**src/rtl/tohost_monitor.sv**
```systemverilog
// tohost_monitor
//   Memory-mapped test-completion and console device on the data bus.
//   Register window (16 bytes at BASE_ADDR):
//     0x0 TOHOST  : write 1 = pass, odd >1 = fail (code = wdata[31:1]);
//                   read returns the last accepted TOHOST word
//     0x4 CONSOLE : write pushes wdata[7:0] (wstrb[0]); read returns FIFO count
//     0x8 CYCLE   : read-only cycle counter (frozen once the result is latched)
//     0xC         : reads 0, writes ignored
//   Ports:
//     clk, rst                      clock, async active-high reset
//     req_valid/we/addr/wdata/wstrb bus request, req_ready accept
//     rsp_valid, rsp_rdata          one-cycle read response
//     con_valid, con_data, con_ready console byte drain handshake
//     done, passed, timeout, fail_code  sticky test result
//   Handshake: a transfer happens on a rising edge where valid and ready are
//   both high; valid never waits for ready, and ready may depend on valid.
module tohost_monitor #(
   parameter logic [31:0] BASE_ADDR      = 32'h0001_0000,
   parameter int unsigned TIMEOUT_CYCLES = 5000,
   parameter int unsigned FIFO_DEPTH     = 8
) (
   input  logic        clk,
   input  logic        rst,
   input  logic        req_valid,
   input  logic        req_we,
   input  logic [31:0] req_addr,
   input  logic [31:0] req_wdata,
   input  logic [3:0]  req_wstrb,
   output logic        req_ready,
   output logic        rsp_valid,
   output logic [31:0] rsp_rdata,
   output logic        con_valid,
   output logic [7:0]  con_data,
   input  logic        con_ready,
   output logic        done,
   output logic        passed,
   output logic        timeout,
   output logic [30:0] fail_code
);

   localparam int PTR_W = $clog2(FIFO_DEPTH);
   localparam int CNT_W = PTR_W + 1;

   localparam logic [1:0] ST_RUN     = 2'd0;
   localparam logic [1:0] ST_PASS    = 2'd1;
   localparam logic [1:0] ST_FAIL    = 2'd2;
   localparam logic [1:0] ST_TIMEOUT = 2'd3;

   logic [1:0]       state;
   logic [31:0]      cycle_cnt;
   logic [31:0]      tohost_word;
   logic [7:0]       fifo_mem [FIFO_DEPTH];
   logic [PTR_W-1:0] wr_ptr;
   logic [PTR_W-1:0] rd_ptr;
   logic [CNT_W-1:0] fifo_count;

   logic        hit;
   logic [1:0]  offset;
   logic        fifo_full;
   logic        accept;
   logic        rd_acc;
   logic        push;
   logic        pop;
   logic        tohost_wr;
   logic        wd_expire;
   logic [31:0] rd_mux;
   logic        unused_addr_bits;

   assign hit       = (req_addr[31:4] == BASE_ADDR[31:4]);
   assign offset    = req_addr[3:2];
   assign fifo_full = (fifo_count == CNT_W'(FIFO_DEPTH));
   assign unused_addr_bits = ^req_addr[1:0];

   // Only a console push into a full FIFO is back-pressured. A pop in the
   // same cycle deliberately does not open the slot, keeping ready free of
   // any dependency on con_ready.
   assign req_ready = !(req_valid && req_we && hit && (offset == 2'd1) && fifo_full);
   assign accept    = req_valid && req_ready;
   assign rd_acc    = accept && !req_we && hit;
   assign push      = accept && req_we && hit && (offset == 2'd1) && req_wstrb[0];
   assign pop       = con_valid && con_ready;
   assign tohost_wr = accept && req_we && hit && (offset == 2'd0) &&
                      (req_wstrb == 4'hF) && (state == ST_RUN);

   // A limit of zero disables the watchdog entirely.
   assign wd_expire = (TIMEOUT_CYCLES != 0) &&
                      (cycle_cnt == 32'(TIMEOUT_CYCLES - 1));

   always_comb begin
      rd_mux = 32'h0;
      case (offset)
         2'd0:    rd_mux = tohost_word;
         2'd1:    rd_mux = 32'(fifo_count);
         2'd2:    rd_mux = cycle_cnt;
         default: rd_mux = 32'h0;
      endcase
   end

   // Result FSM and watchdog. A terminal TOHOST write on the expiry edge
   // takes priority over the timeout.
   always_ff @(posedge clk or posedge rst) begin
      if (rst) begin
         state       <= ST_RUN;
         cycle_cnt   <= 32'h0;
         tohost_word <= 32'h0;
         fail_code   <= 31'h0;
      end else if (state == ST_RUN) begin
         cycle_cnt <= cycle_cnt + 32'h1;
         if (tohost_wr)
            tohost_word <= req_wdata;
         if (tohost_wr && (req_wdata == 32'h1)) begin
            state <= ST_PASS;
         end else if (tohost_wr && req_wdata[0]) begin
            state     <= ST_FAIL;
            fail_code <= req_wdata[31:1];
         end else if (wd_expire) begin
            state <= ST_TIMEOUT;
         end
      end
   end

   assign done    = (state != ST_RUN);
   assign passed  = (state == ST_PASS);
   assign timeout = (state == ST_TIMEOUT);

   // Read response: rsp_rdata keeps its value until the next accepted read.
   always_ff @(posedge clk or posedge rst) begin
      if (rst) begin
         rsp_valid <= 1'b0;
         rsp_rdata <= 32'h0;
      end else begin
         rsp_valid <= rd_acc;
         if (rd_acc)
            rsp_rdata <= rd_mux;
      end
   end

   // Console FIFO storage; emptiness is tracked by fifo_count, so the data
   // array itself needs no reset.
   always_ff @(posedge clk) begin
      if (push)
         fifo_mem[wr_ptr] <= req_wdata[7:0];
   end

   // Pointers wrap naturally because the depth is a power of two.
   always_ff @(posedge clk or posedge rst) begin
      if (rst) begin
         wr_ptr     <= '0;
         rd_ptr     <= '0;
         fifo_count <= '0;
      end else begin
         if (push)
            wr_ptr <= wr_ptr + PTR_W'(1);
         if (pop)
            rd_ptr <= rd_ptr + PTR_W'(1);
         case ({push, pop})
            2'b10:   fifo_count <= fifo_count + CNT_W'(1);
            2'b01:   fifo_count <= fifo_count - CNT_W'(1);
            default: fifo_count <= fifo_count;
         endcase
      end
   end

   assign con_valid = (fifo_count != '0);
   assign con_data  = con_valid ? fifo_mem[rd_ptr] : 8'h00;

endmodule

```
**config.mk**
```make
export PLATFORM = sky130hd
export DESIGN_NAME = tohost_monitor
export DESIGN_NICKNAME = d
export VERILOG_FILES = /design/src/rtl/tohost_monitor.sv
export SDC_FILE = /design/constraint.sdc
export NUM_CORES = 1
export LEC_CHECK = 0
export BUFFER_PORTS_ARGS = -buffer_cell sky130_fd_sc_hd__clkbuf_2
export CAP_MARGIN = 40
export CORE_AREA = 2 2 146 220
export DETAILED_ROUTE_END_ITERATION = 8
export DIE_AREA = 0 0 148 222
export PLACE_DENSITY_LB_ADDON = 0.12
export SLEW_MARGIN = 20
export SYNTH_ARGS = -nofsm -noshare
export SYNTH_HDL_FRONTEND = slang
export SYNTH_SLANG_ARGS = --single-unit
```
**constraint.sdc**
```tcl
create_clock -name clk -period 9.6 [get_ports clk]
set_clock_uncertainty 0.2 [all_clocks]
set_input_delay 0.48 -clock clk [delete_from_list [all_inputs] [get_ports clk]]
set_output_delay 0.48 -clock clk [all_outputs]
set_load 0.05 [all_outputs]
```
======== Word level (Yosys, flattened, before mapping) ========
Memory sizes are Yosys's and may differ from the RTL's.
Cells that the tools add are included.
word-level totals
  bits in registers ....................... 140
  bits in latches ......................... 0
  memory bits (writable) .................. 64
  ROM bits ................................ 0
  memories ................................ 1
memory list
  memory    depth  width  rd ports  clocked after memory_dff  wr ports  line  source
  fifo_mem  8      8      1         0                         1         52    logic [7:0] fifo_mem [FIFO_DEPTH];
cells by class
  add/sub/neg operators ................... 5
  $mul .................................... 0
  divide/modulo/power cells ............... 0
  magnitude comparators ................... 0
  equal/unequal tests ..................... 11
  shifts and indexed selects .............. 0
  multiplexer cells ....................... 8
  bitwise operators ....................... 1
  reduce and logical (&&, ||, !) cells .... 28
operators with widths
  cell                     count
  $pmux W32 S3             1
  $add A32 B1 Y32 const B  1
  $eq A32 B1 Y1 const B    1
  $eq A32 B13 Y1 const B   1
  $eq A28 B13 Y1 const B   1
  $logic_and A1 B1 Y1      17
  $eq A4 B4 Y1 const B     2
  $mux W8                  1
  $pmux W4 S2              1
  $add A3 B1 Y3 const B    2
  $eq A2 B1 Y1 const B     3
  $eq A2 B2 Y1 const B     3
  $mux W2                  3
  $add A4 B1 Y4 const B    1
  $logic_not A2 Y1         2
  $reduce_and A2 Y1        2
  $reduce_bool A2 Y1       2
  $reduce_bool A4 Y1       1
  $sub A4 B1 Y4 const B    1
  $reduce_and A3 Y1        1
  $reduce_bool A3 Y1       1
  $logic_not A1 Y1         2
  $mux W1                  2
  $not A1 Y1               1

======== Longest topological paths before layout ========
  depth in word-level cells ............... 14
  depth in mapped cells ................... 12
  depth with buffers taken out ............ 11

======== Worst setup path before layout ========
No wires, ideal clock.
  path kind ............................... input to register
  from .................................... input port req_addr[2]
  to ...................................... register fifo_count[2]
  arrival ................................. 2934 ps
  required time ........................... 9269 ps
  slack ................................... 6335 ps
  stages .................................. 12
  path through ............................ clkbuf_1 > nor2b_1 > a31o_2 > nor4_1 > inv_1 > ha_1 > xor2_1 > ha_1 > a21oi_1 > xor2_1 > nor2_1 > xor2_1
on the way
  longest elaborated chain between the ends .. 11
  elaborated cells between the ends (all ways) .. 13
  classes of those cells .................. eq/ne: 3; mux: 1; reduce/logical: 9
RTL lines
  element                                            line    source
  start: declaration                                 26      input logic [31:0] req_addr,
  $eq A2 B1 Y1 *                                     77, 80
  $logic_and A1 B1 Y1 (2 in series)                  77      assign req_ready = !(req_valid && req_we && hit && (offset == 2'd1) && fifo_full);
  $logic_not A1 Y1                                   77
  $logic_and A1 B1 Y1                                78      assign accept = req_valid && req_ready;
  $logic_and A1 B1 Y1 (2 in series)                  80      assign push = accept && req_we && hit && (offset == 2'd1) && req_wstrb[0];
  $logic_and A1 B1 Y1 * (2 in series)                80
  $eq A2 B1 Y1 or $eq A2 B2 Y1 (tied branches)       156     case ({push, pop})
  $pmux W4 S2 or $reduce_bool A2 Y1 (tied branches)  --
  end signal: assignment                             157     2'b10: fifo_count <= fifo_count + CNT_W'(1);
  end signal: assignment                             158     2'b01: fifo_count <= fifo_count - CNT_W'(1);
  end signal: assignment                             159     default: fifo_count <= fifo_count;
  end: declaration                                   55      logic [CNT_W-1:0] fifo_count;
Mark *: on every way between the ends. The rest lies on a longest branch, timed or not.
A chain may end at the register's enable or synchronous reset.

======== Final worst setup path ========
  from .................................... input port req_addr[2]
  to ...................................... register fail_code[30]
on the way
  longest elaborated chain between the ends .. 13
  elaborated cells between the ends (all ways) .. 15
  classes of those cells .................. eq/ne: 1; bitwise: 1; reduce/logical: 13
RTL lines
  element                               line  source
  $eq A2 B1 Y1                          77
  $logic_and A1 B1 Y1 (2 in series)     77
  $logic_not A1 Y1                      77
  $logic_and A1 B1 Y1                   78
  $logic_and A1 B1 Y1 (2 in series)     82    assign tohost_wr = accept && req_we && hit && (offset == 2'd0) &&
  $logic_and A1 B1 Y1 * (2 in series)   82
  $logic_and A1 B1 Y1 *                 83    (req_wstrb == 4'hF) && (state == ST_RUN);
  $logic_and A1 B1 Y1                   111   if (tohost_wr && (req_wdata == 32'h1)) begin
  $not A1 Y1 (no source line)           --
  $reduce_and A3 Y1 (no source line) *  --
  end signal: assignment                115   fail_code <= req_wdata[31:1];
  end: declaration                      38    output logic [30:0] fail_code
Marked as above.

==> results_dict.tcl <==
set metrics [dict create \
    setup.worst_path.class "in -> reg" \
    synth_top_area_frac 0.395 \
    mappedNetlistNets 703 \
    syn_area_per_cell_sq_um 14.2 \
    nets 864 \
    grt_pass1_wl_um 34600 \
    clk_path_buf_depth 3 \
    hpwl_um 16000 \
    ys_warn_count 0 \
    viasPerCell 4.57 \
    final_common_cell "clkbuf_2" \
    pin_count 150 \
    hp-start "req_wdata[27]" \
    portBuffers 147 \
    drt_wl_total_um 22000 \
    drive_gt1_frac 0.394 \
    crit_arrival_ps 3430 \
    synth_cells 624 \
    diodes 0 \
    clk_pin_slew_worst_paths_ps 60 \
    relSlewSlack 0.447 \
    crit_slowest_cell "nor4b_4" \
    cap_violations 0 \
    setup_violations 0 \
    status "finished, final reports clean" \
    required_ps 9800 \
    hold_path_end "tohost_word[27]" \
    ys_ff_latch 204 \
    grt_max_degree 66 \
    drv_slew 0 \
    reg2reg_from "fifo_count[1]" \
    synthFlopType "dfrtp_1" \
    seq_area_frac_synth 0.612 \
    r2r_end "fail_code[30]" \
    synthToLayoutAreaGrowth_pct 23.4 \
    async_flop_share 0.686 \
    core_area_sq_um 30800 \
    drt_first_iter_violations 209 \
    fp.dieH_um 222 \
    dieArea_sq_um 32900 \
    r2r_cells 6 \
    synth_top_family_by_area "multiplexers" \
    synthMuxAreaShare 0.207 \
    cts.sinks 204 \
    synth-simple-area-share 0.104 \
    final_cell_mix "clkbuf_2 (147), dfrtp_1 (139), mux2_2 (94)" \
    grt.total_usage 0.135 \
    cts-htree-levels 1 \
    fmax_ghz 0.309 \
    fillCellCount 3066 \
    synth_top_area_cell "dfrtp_1" \
    grt_pass1_vias 6051 \
    cp_max_fo 24 \
    endpoint_kind "register" \
    p_leak_nw 5.01 \
    synth_cell_types 47 \
    hold_violations 0 \
    min_period_ps 3230 \
    peakVddDrop_uv 108 \
    final_cells 1207 \
    tightest_slew_ps 827 \
    synth-xor-area-share 0.0395 \
    hold_path.class "in -> reg" \
    cts_setup_buffers 0 \
    startpoint_type "input pin" \
    reg2reg_slack_ps 6430 \
    wire_per_inst_um 18.2 \
    die_x_um 148 \
    start_util 0.287 \
    drc_errors 0 \
    num_vias 5518 \
    ant_nets 0 \
    path_cells "clkbuf_2 -> buf_16 -> nor2b_1 -> a31o_2 -> or2_2 -> nor4b_4 -> buf_4 -> mux2_2" \
    synth_area_leaders "dfrtp_1 (40%), edfxtp_1 (22%), mux2_2 (12%)" \
    clk_latency_ps 520 \
    finalCritPeriodShare 0.337 \
    cts_resized 0 \
    hold_depth 2 \
    dr.pass1.iters 4 \
    tns_ps 0 \
    synth_edf_count 64 \
    rsz0062_at_grt "false" \
    cp-startpoint "req_addr[2]" \
    cts_buffers 23 \
    dp_cells 1163 \
    root_buffer "clkbuf_16" \
    synthAdderAreaFrac 0.00847 \
    powerDensity_nw_per_um2 206 \
    max_stage_delay_ps 710 \
    synth-compound-area-share 0.0106 \
    overflow 0 \
    antenna_found_initial 0 \
    place_congestion 0.775 \
    utilization 0.355 \
    syn_area_sq_um 8860 \
    total_power_mw 2.25 \
    rows 79 \
    cts_tree "built" \
]
how the worst max path moves through the flow:
| stage | slack (ps) | cells after the start | end |
|---|---|---|---|
| 6_report | 6370 | 8 | fail_code[30] |
| 5_1_grt | 6180 | 8 | fail_code[7] |
| 4_1_cts | 6270 | 8 | fail_code[9] |
| 3_5_place_dp | 5710 | 8 | fail_code[20] |
| 3_3_place_gp | 5440 | 12 | fifo_count[2] |
| 2_1_floorplan | 5170 | 1 | cycle_cnt[0] |
power breakdown:
group          total [mW]  internal (mW)  switching, mW
clock               0.909          0.555          0.353
sequential          0.971          0.913         0.0572
combinational       0.371          0.150          0.221
cell usage after synthesis, types with 2 or more instances:
cell type  instances
nand4_1           10
xor2_1            19
nand2b_1           5
nor3_1             7
mux2i_1           40
and3_1             4
and4_1             4
mux4_2            16
dfrtp_1          140
nor2_1            68
nor4_1            17
o31ai_1            2
nor2b_1            3
o21ai_0            2
mux2_2            94
buf_4              3
ha_1               6
a21oi_1           10
nor4b_1            6
clkbuf_1           8
buf_2              7
xnor2_1           21
edfxtp_1          64
inv_1             11
buf_1              6
nor4b_2            2
nand2_1           20
nand3b_1           2
nand3_1            9
through the flow:
step | cell area [sq um] | hold slack (ps) | setup WS [ps]
after floorplan | 8860 | 264 | 5170
after global placement | 10100 | 271 | 5440
after detailed placement | 10100 | 295 | 5710
after CTS | 10900 | 7.07 | 6270
after global routing | 10900 | 19.4 | 6180
final | 10900 | 38.2 | 6370
cell families after synthesis:
| group | Yosys count |
|---|---|
| AOI/OAI and AO/OA | 16 |
| xor gates and xnor gates | 40 |
| DFF | 204 |
| and+or+nand+nor | 171 |
| buffers and inverters | 36 |
| muxes | 151 |
| adders and majority gates | 6 |
worst max-delay path, delay by kind of cell:
kind / cells / cell delay, ps
buffers and inverters: 3 / 1050
AO/OA/AOI/OAI: 1 / 310
multiplexers: 1 / 380
AND/OR/NAND/NOR: 3 / 1190
per-layer routing:
layer  vias to the layer above  GRT usage  part of all wire
met5                         -          0                 0
met4                         0     0.0369             0.017
met3                        24     0.0218             0.040
met2                       107      0.263              0.57
met1                      2786      0.147              0.37
li1                       2601          -                 -
area by class of cell:
cell class	instances	area (sq um)	share of cell area
inverters	11	46.3	0.00423
multi-input cells	384	3300	0.301
clock inverters	14	170	0.0156
well taps	405	507	0.0463
clock buffers	28	604	0.0553
flip-flops and latches	204	5430	0.496
repair buffers	161	886	0.0810
repair_timing:
| item | CTS | global route |
|---|---|---|
| hold endpoints to repair | 64 | 0 |
| endpoints found under the setup margin | 0 | 0 |
| hold buffers | 1 | 0 |
sequential cells by signal, indices dropped and copies added (netlist names):
register and flops:
rd_ptr 3, rsp_valid 1, fifo_count 4, rsp_rdata 32, cycle_cnt 32, fifo_mem 64, state 2, wr_ptr 3
tohost_word 32, fail_code 31
Note: power is estimated with default switching activity, not from simulation.
